===== config.mk =====
export PLATFORM = sky130hd
export DESIGN_NAME = matrix_accumulator_flat
export DESIGN_NICKNAME = d
export VERILOG_FILES = /design/src/rtl/matrix_pkg.sv /design/src/rtl/matrix_accumulator_if.sv /design/src/rtl/acc_result_rf.sv /design/src/rtl/matrix_accumulator.sv /design/src/flat_wrapper.sv
export SDC_FILE = /design/constraint.sdc
export NUM_CORES = 1
export LEC_CHECK = 0
export BUFFER_PORTS_ARGS = -buffer_cell sky130_fd_sc_hd__buf_2
export CORE_ASPECT_RATIO = 1.1
export CORE_MARGIN = 4
export CORE_UTILIZATION = 45
export DETAILED_ROUTE_END_ITERATION = 8
export SLEW_MARGIN = 0
export SYNTH_ARGS = -nofsm -noshare
export SYNTH_HDL_FRONTEND = slang
export SYNTH_SLANG_ARGS = --single-unit

===== constraint.sdc =====
create_clock -name clk -period 6 [get_ports clk]
set_clock_uncertainty 0.2 [all_clocks]
set_input_delay 0.3 -clock clk [delete_from_list [all_inputs] [get_ports clk]]
set_output_delay 0.3 -clock clk [all_outputs]
set_load 0.05 [all_outputs]

===== src/rtl/matrix_pkg.sv =====
// Shared definitions for the matrix multiplier/accumulator datapath:
// FSM state encoding and default widths.
package matrix_pkg;

  localparam int DATA_W_DEF = 32;
  localparam int ADDR_W_DEF = 3;

  typedef enum logic [1:0] {
    IDLE  = 2'b00,
    ACCUM = 2'b01,
    DONE  = 2'b10
  } state_t;

endpackage


===== src/rtl/matrix_accumulator_if.sv =====
// Product stream from the multiplier into the accumulator (valid/ready handshake).
interface matrix_accumulator_if
  import matrix_pkg::*;
#(
  parameter int DATA_W = DATA_W_DEF
);

  logic              prod_valid;
  logic [DATA_W-1:0] prod_data;
  logic              prod_ready;

  modport master (output prod_valid, output prod_data, input prod_ready);
  modport slave  (input prod_valid, input prod_data, output prod_ready);

endinterface


===== src/rtl/acc_result_rf.sv =====
// Result register file: one synchronous write port with clear-all and one
// registered read port that returns zero for indices beyond N_RESULTS.
module acc_result_rf
  import matrix_pkg::*;
#(
  parameter int DATA_W    = DATA_W_DEF,
  parameter int N_RESULTS = 8,
  parameter int ADDR_W    = ADDR_W_DEF
) (
  input  logic              clk,
  input  logic              reset_n,
  input  logic              clear,
  input  logic              we,
  input  logic [ADDR_W-1:0] waddr,
  input  logic [DATA_W-1:0] wdata,
  input  logic [ADDR_W-1:0] raddr,
  output logic [DATA_W-1:0] rdata
);

  logic [DATA_W-1:0] mem [N_RESULTS];

  // Read samples the pre-edge contents, so a same-edge write returns the old value.
  always_ff @(posedge clk or negedge reset_n) begin
    if (!reset_n) begin
      for (int i = 0; i < N_RESULTS; i++) mem[i] <= '0;
      rdata <= '0;
    end else begin
      if (clear) begin
        for (int i = 0; i < N_RESULTS; i++) mem[i] <= '0;
      end else if (we) begin
        mem[waddr] <= wdata;
      end
      rdata <= (int'(raddr) < N_RESULTS) ? mem[raddr] : '0;
    end
  end

endmodule


===== src/rtl/matrix_accumulator.sv =====
// Sums each group of TERMS partial products into one result element and
// stores N_RESULTS elements; adder_opdone flags a completed operation.
module matrix_accumulator
  import matrix_pkg::*;
#(
  parameter int DATA_W    = DATA_W_DEF,
  parameter int TERMS     = 4,
  parameter int N_RESULTS = 8,
  parameter int ADDR_W    = ADDR_W_DEF
) (
  input  logic                 clk,
  input  logic                 reset_n,
  input  logic                 adder_opstart,
  input  logic                 multi_opclear,
  matrix_accumulator_if.slave  prod,
  input  logic [ADDR_W-1:0]    rAddr,
  output logic [DATA_W-1:0]    result,
  output logic                 adder_opdone,
  output logic                 overflow
);

  localparam int TERM_W = (TERMS > 1) ? $clog2(TERMS) : 1;

  state_t            state, state_nxt;
  logic [DATA_W-1:0] acc;
  logic [TERM_W-1:0] term_cnt;
  logic [ADDR_W-1:0] elem_cnt;
  logic              ready;
  logic              accept;
  logic              last_term;
  logic              last_elem;
  logic [DATA_W:0]   sum;

  // A pending clear blocks acceptance so the product is not lost into a wiped acc.
  assign ready           = (state == ACCUM) && !multi_opclear;
  assign prod.prod_ready = ready;
  assign accept          = prod.prod_valid && ready;
  assign sum             = {1'b0, acc} + {1'b0, prod.prod_data};
  assign last_term       = (term_cnt == TERM_W'(TERMS - 1));
  assign last_elem       = (elem_cnt == ADDR_W'(N_RESULTS - 1));
  assign adder_opdone    = (state == DONE);

  always_ff @(posedge clk or negedge reset_n) begin
    if (!reset_n) state <= IDLE;
    else          state <= state_nxt;
  end

  always_comb begin
    state_nxt = state;
    if (multi_opclear) begin
      state_nxt = IDLE;
    end else begin
      case (state)
        IDLE:    if (adder_opstart) state_nxt = ACCUM;
        ACCUM:   if (accept && last_term && last_elem) state_nxt = DONE;
        DONE:    state_nxt = DONE;
        default: state_nxt = IDLE;
      endcase
    end
  end

  always_ff @(posedge clk or negedge reset_n) begin
    if (!reset_n) begin
      acc      <= '0;
      term_cnt <= '0;
      elem_cnt <= '0;
      overflow <= 1'b0;
    end else if (multi_opclear) begin
      acc      <= '0;
      term_cnt <= '0;
      elem_cnt <= '0;
      overflow <= 1'b0;
    end else if (accept) begin
      overflow <= overflow | sum[DATA_W];
      if (last_term) begin
        acc      <= '0;
        term_cnt <= '0;
        elem_cnt <= elem_cnt + ADDR_W'(1);
      end else begin
        acc      <= sum[DATA_W-1:0];
        term_cnt <= term_cnt + TERM_W'(1);
      end
    end
  end

  acc_result_rf #(
    .DATA_W    (DATA_W),
    .N_RESULTS (N_RESULTS),
    .ADDR_W    (ADDR_W)
  ) u_rf (
    .clk     (clk),
    .reset_n (reset_n),
    .clear   (multi_opclear),
    .we      (accept && last_term),
    .waddr   (elem_cnt),
    .wdata   (sum[DATA_W-1:0]),
    .raddr   (rAddr),
    .rdata   (result)
  );

endmodule


===== src/flat_wrapper.sv =====
// flat-port wrapper written by rule: the top's interface ports become plain ports
module matrix_accumulator_flat import matrix_pkg::*;
#(
  parameter int DATA_W    = DATA_W_DEF,
  parameter int TERMS     = 4,
  parameter int N_RESULTS = 8,
  parameter int ADDR_W    = ADDR_W_DEF
)
  (clk, reset_n, adder_opstart, multi_opclear, rAddr, result, adder_opdone, overflow, prod_prod_valid, prod_prod_data, prod_prod_ready);
  matrix_accumulator_if #(.DATA_W(DATA_W)) prod_i ();
  input  logic clk;
  input  logic reset_n;
  input  logic adder_opstart;
  input  logic multi_opclear;
  input  logic [ADDR_W-1:0] rAddr;
  output logic [DATA_W-1:0] result;
  output logic adder_opdone;
  output logic overflow;
  input wire logic [$bits(prod_i.prod_valid)-1:0] prod_prod_valid;
  input wire logic [$bits(prod_i.prod_data)-1:0] prod_prod_data;
  output wire logic [$bits(prod_i.prod_ready)-1:0] prod_prod_ready;
  assign prod_i.prod_valid = prod_prod_valid;
  assign prod_i.prod_data = prod_prod_data;
  assign prod_prod_ready = prod_i.prod_ready;
  matrix_accumulator #(.DATA_W(DATA_W), .TERMS(TERMS), .N_RESULTS(N_RESULTS), .ADDR_W(ADDR_W)) u_core (.clk(clk), .reset_n(reset_n), .adder_opstart(adder_opstart), .multi_opclear(multi_opclear), .prod(prod_i), .rAddr(rAddr), .result(result), .adder_opdone(adder_opdone), .overflow(overflow));
endmodule

Word-level counts from Yosys, hierarchy flattened:

Cells that the tools add are included.

* output and inout bits: 35
* bits in registers: 328
* bits of input ports: 40
* logic and storage cells: 64

* multiplexer cells: 23
* add/sub/neg operators: 3
* magnitude comparators: 3
* bitwise operators: 3
* equality and inequality tests: 6
* reduce and logical (&&, ||, !) cells: 12

Operators with widths (number)
* 256-bit 2-to-1 mux: 2
* 256-bit bitwise mux: 1
* 32-bit 2-to-1 mux: 6
* 32-bit binary-select mux with 3-bit select: 1
* 32-bit demux with 3-bit select: 1
* 32-bit by 32-bit adder with 33-bit output: 1
* 2-bit 2-to-1 mux: 6
* 3-bit 2-to-1 mux: 3
* 4-bit >= comparator, second input constant: 2
* 3-bit inverter with 4-bit output: 2
* 3-bit inequality test, second input constant: 2
* 2-bit case mux with 3 select lines: 1
* 2-bit nonzero test: 3
* 1-bit logical AND: 5
* 2-bit == test, second input constant: 2
* 4-bit by 1-bit less-than comparator with 1-bit output, second input constant: 1
* 2-bit AND reduction: 2
* 3-bit by 1-bit adder with 3-bit output, second input constant: 1
* 3-bit == test, second input constant: 1
* 2-bit by 1-bit adder with 2-bit output, second input constant: 1
* 2-bit by 1-bit == test with 1-bit output, second input constant: 1
* 2-bit logical NOT: 1
* 1-bit 2-to-1 mux: 2
* 1-bit logical NOT: 1
* 1-bit bitwise OR: 1

Logic depth before layout (Yosys ltp):

* depth in word-level cells: 8
* depth in mapped cells: 13
* depth with buffers taken out: 12

Modules after synthesis:

Synthesis repeated with hierarchy kept, for this count alone.

* cells, all modules: 1699
* area, all modules: 16758.6 um^2

Modules (own cells, without submodules)
* acc_result_rf: area an instance 13307.8 um^2, seq. area each 7206.9 um^2, instances 1, cells each 1309
* matrix_accumulator: area an instance 3450.8 um^2, seq. area each 1001.0 um^2, instances 1, cells each 390

Worst setup path before layout:

Ideal clock, no wire load.

* path type: register to register
* start: register u_core.acc[0]
* end: register u_core.acc[30]
* buffers on the path: 1
* cell stages (with the launch flop): 14
* slack: 3045 ps
* required time: 5679 ps
* library setup time: 121 ps
* data arrival time: 2634 ps
* path through: dfrtp_1 -> ha_1 -> inv_1 -> fa_1 -> nand2b_1 -> a21oi_1 -> o21ai_1 -> a21oi_2 -> a2111oi_1 -> or2_1 -> buf_4 -> o21a_2 -> xnor2_4 -> a22o_1

* word-level cells in the longest chain between the ends: 4

Ends and longest elaborated chain
* start: declaration: line matrix_accumulator.sv:25 `logic [DATA_W-1:0] acc;`
* start signal: assignment: line matrix_accumulator.sv:80 `acc <= sum[DATA_W-1:0];`
* 32-bit by 32-bit adder with 33-bit output: line matrix_accumulator.sv:38 `assign sum = {1'b0, acc} + {1'b0, prod.prod_data};`
* 32-bit 2-to-1 mux: line matrix_accumulator.sv:75 `if (last_term) begin`
* 32-bit 2-to-1 mux: line matrix_accumulator.sv:73 `end else if (accept) begin`
* 32-bit 2-to-1 mux: line matrix_accumulator.sv:68 `end else if (multi_opclear) begin`

No other way between the ends. The select of a mux whose other input is x is not followed.
A chain may end at the register's enable or synchronous reset.

Worst setup path after layout:

* start: register u_core.term_cnt[0]
* end: register u_core.u_rf.mem[2] in the netlist's numbering

* word-level cells in the longest chain between the ends: 3

Ends and longest elaborated chain
* start: declaration: line matrix_accumulator.sv:26 `logic [TERM_W-1:0] term_cnt;`
* start signal: assignment: line matrix_accumulator.sv:81 `term_cnt <= term_cnt + TERM_W'(1);`
* 2-bit == test: line matrix_accumulator.sv:39 `assign last_term = (term_cnt == TERM_W'(TERMS - 1));`
* 1-bit logical AND: line matrix_accumulator.sv:94 `.we (accept && last_term),`
* 2-bit nonzero test (no line)
* end signal: indexed assignment: line acc_result_rf.sv:31 `mem[waddr] <= wdata;`
* end: declaration: line acc_result_rf.sv:20 `logic [DATA_W-1:0] mem [N_RESULTS];`

No other way between the ends.

==> impl_results.md <==
- Status: finished, final reports clean
- Die area: ~37,000 um2
- Row Count: 70
- PnR worst setup slack: 2.54 ns
- Slew HR: a little under a quarter
- Detailed Routing Iterations Pass 1: 5
- Hold worst-path end: u_core.overflow$_DFFE_PN0P_
- Hold Vio Cnt, Final: 0
- Most frequent cells in the layout: dfrtp_1, a22o_1, nand2_1
- Critical Path AT: 3.67 ns
- Hpwl dp: 24.6 mm
- Cts repair resizes: 0
- Flop pwr share: 41.1%
- Routed len/inst: 25.2 um
- Critical setup path kind: register to register
- Drt drc: 0
- EDFF count, synth: 0
- Clock sinks: 328
- CP Launch Type: register
- NetSw: 0.00170 W
- Post-route cell area: between 15,000 and 20,000 um2
- Clock network power share: 40.0%
- Chip height: 202 um
- Share of cells above drive strength 1: a little under a quarter
- Clock Latency Late Sink: 0.52 ns
- Worst R2R End: u_core.u_rf.mem[2]$_DFFE_PN0P_
- Worst VDD drop: around 0.00025 V
- Worst-Margin Slew: 1.14 ns
- CP Capture Type: register
- Sw Ratio: 29.9%
- Core area: ~33,000 um2
- Syn. warnings: 0
- Initial antenna violation count: 0
- Final setup viols: 0
- Maximum fanout along the worst path: 17
- Port Buffer Count: 74
- Async SR Flop Fraction: 100%
- Worst Hold Launch: prod_prod_data[31]
- Die X: 184 um
- Pwr Total: between 0.005 and 0.006 W
- Iteration-0 DRC count of the detailed router: 920
- Crit share post-route: approximately 58%
- Leakage power: 8.27 nW
- Initial Utilization: 45.8%
- Mean Syn Cell Area: 13.0 um2
- Worst hold path type: primary input to register
- Post-place setup slack: roughly 2.6 ns
- FF/Latch Area: 8210 um2
- NumNets Final: 1,297
- Root Buffer: clkbuf_16
- Vias per cell: 6.32
- Worst Path Required: just over 6 ns
- Most used DFF post-synth: dfrtp_1
- Global-route wire length before repair: 65.9 mm
- Fillers: 2,856
- P per Cell Area: between 300 and 400 nW/um2
- Placed instance area: around 16,000 um2
- Worst Hold Depth: 4
- Vias in the first global route: 10,800
- Seq cells post-synth: between 300 and 400
- Total track usage: 22.7%
- Comb pwr share: about a fifth
- # IOs: 75
- Reg clk slew, reported paths: 0.06 ns
- Number of distinct library cells after synthesis: 64
- TritonCTS Buffers: 36
- Int Pwr: 0.00400 W
- Worst r2r path cells: 7
- Syn nets: 1,255
- DR vias: 10,600
- Clock tree buffer depth: 3
- Area grow syn2layout: 13.6%
- GP Congestion: roughly 0.86
- Setup TNS: 0 ns
- Sequential share of the synthesized area: 53.6%
- Largest net degree at the start of global routing: 160
- Drt total wl: 42.2 mm
- Slew Limit Fails: 0
- H-tree lvl count: 2
- CTS tree: yes
- Period minus WS final: 3.46 ns
- Synthesized netlist cell count: 1,175
- Reg2reg setup slack: 2.54 ns
- Max Cap Viol: 0
- Leading cell type in the layout, fill and taps excluded: dfrtp_1
- Gr ovfl total: 0
- FMAX: 0.289 GHz
- R2r startpoint: u_core.term_cnt[0]$_DFFE_PN0P_
- Routed Antenna Nets: 0
- Synthesized cell area: 15,300 um2
- RSZ-0062 raised after global routing: no
- Area of the multi-input gates: 6810 um2
- ANT cells: 0
- Final core occ: 52.0%
stage by stage:
stage / instances / hold slack (ns)
after floorplan: 1175 / -0.196
after global placement: 1609 / 0.255
after detailed placement: 1609 / 0.251
after CTS: 1674 / 0.112
after global routing: 1674 / 0.136
final: 1674 / 0.127
how the worst max path moves through the flow:
stage / startpoint / endpoint / slack [ns] / cells after the start
after floorplan: u_core.acc[0]$_DFFE_PN0P_ / u_core.acc[30]$_DFFE_PN0P_ / 3.05 / 13
after global placement: prod_prod_data[0] / u_core.u_rf.mem[94]$_DFFE_PN0P_ / 2.59 / 13
after detailed placement: prod_prod_data[0] / u_core.u_rf.mem[126]$_DFFE_PN0P_ / 2.56 / 13
after CTS: u_core.acc[0]$_DFFE_PN0P_ / u_core.u_rf.mem[126]$_DFFE_PN0P_ / 2.60 / 12
after global routing: u_core.acc[0]$_DFFE_PN0P_ / u_core.u_rf.mem[250]$_DFFE_PN0P_ / 2.38 / 12
final: u_core.term_cnt[0]$_DFFE_PN0P_ / u_core.u_rf.mem[2]$_DFFE_PN0P_ / 2.54 / 7
sequential cells by signal, indices dropped and copies added (netlist names):
name	cells
u_core.u_rf.mem	256
u_core.state	2
u_core.overflow	1
u_core.term_cnt	2
u_core.acc	32
u_core.u_rf.rdata	32
u_core.elem_cnt	3
cells in the mapped netlist (12+ instances only):
cell        n  area (um2)
dfrtp_1   328        8210
a22o_1    247        2160
nand2_1    85         319
clkbuf_1   77         289
a21oi_1    64         320
mux4_2     64        1440
ha_1       39         488
mux2_2     32         360
nor2_1     32         120
xnor2_1    15         131
nand4_1    14        87.6
inv_1      13        48.8
a21o_1     12        90.1
area by class of cell:
cell class                      count  share of cell area, %
Clock inverter                     18                   1.15
Tap cell                          432                   3.11
Multi-Input combinational cell    740                   39.2
Inverter                           13                  0.281
Sequential cell                   328                   47.2
Timing Repair Buffer               98                   3.34
Clock buffer                       45                   5.78
critical path: stages, from the launching register on:
cell and delay (ns):
dfrtp_1 0.37, ha_1 0.42, and3_1 0.35, nor2_1 0.11
nor2b_1 0.82, a31oi_4 0.46, buf_4 0.39, a22o_1 0.22
logic make-up after synthesis:
logic type               Yosys count  synth area share (%)
adder cells (fa/ha/maj)           40                  3.32
AND/OR/NAND/NOR                  179                  5.34
AO/OA/AOI/OAI                    391                  20.8
buffers and inverters            107                  2.77
XOR/XNOR                          31                  2.24
flip-flops                       328                  53.6
multiplexers                      99                  12.0
layer usage:
metal  GRT usage [%]  vias up  part of all wire [%]
li1                -     4594                     -
met1            32.9     5573                    45
met2            35.3      343                    47
met3            3.67       78                   5.5
met4            7.03        0                   2.9
met5               0        -                     0
repair_timing:
| item | 4_1_cts | 5_1_grt |
|---|---|---|
| buffers inserted | 0 | 0 |
| setup endpoints to repair | 0 | 0 |
| hold buffers | 2 | 0 |
| hold endpoints to repair | 119 | 0 |
power groups by stage:
stage / Combinational, W / Sequential (W) / Clock, W
5_1_grt: 0.00118 / 0.00235 / 0.00241
4_1_cts: 0.00108 / 0.00234 / 0.00232
3_5_place_dp: 0.00108 / 0.00238 / 0
3_3_place_gp: 0.00107 / 0.00238 / 0
2_1_floorplan: 0.000743 / 0.00239 / 0
6_report: 0.00108 / 0.00234 / 0.00228
Power figures use the tool's default switching activity.
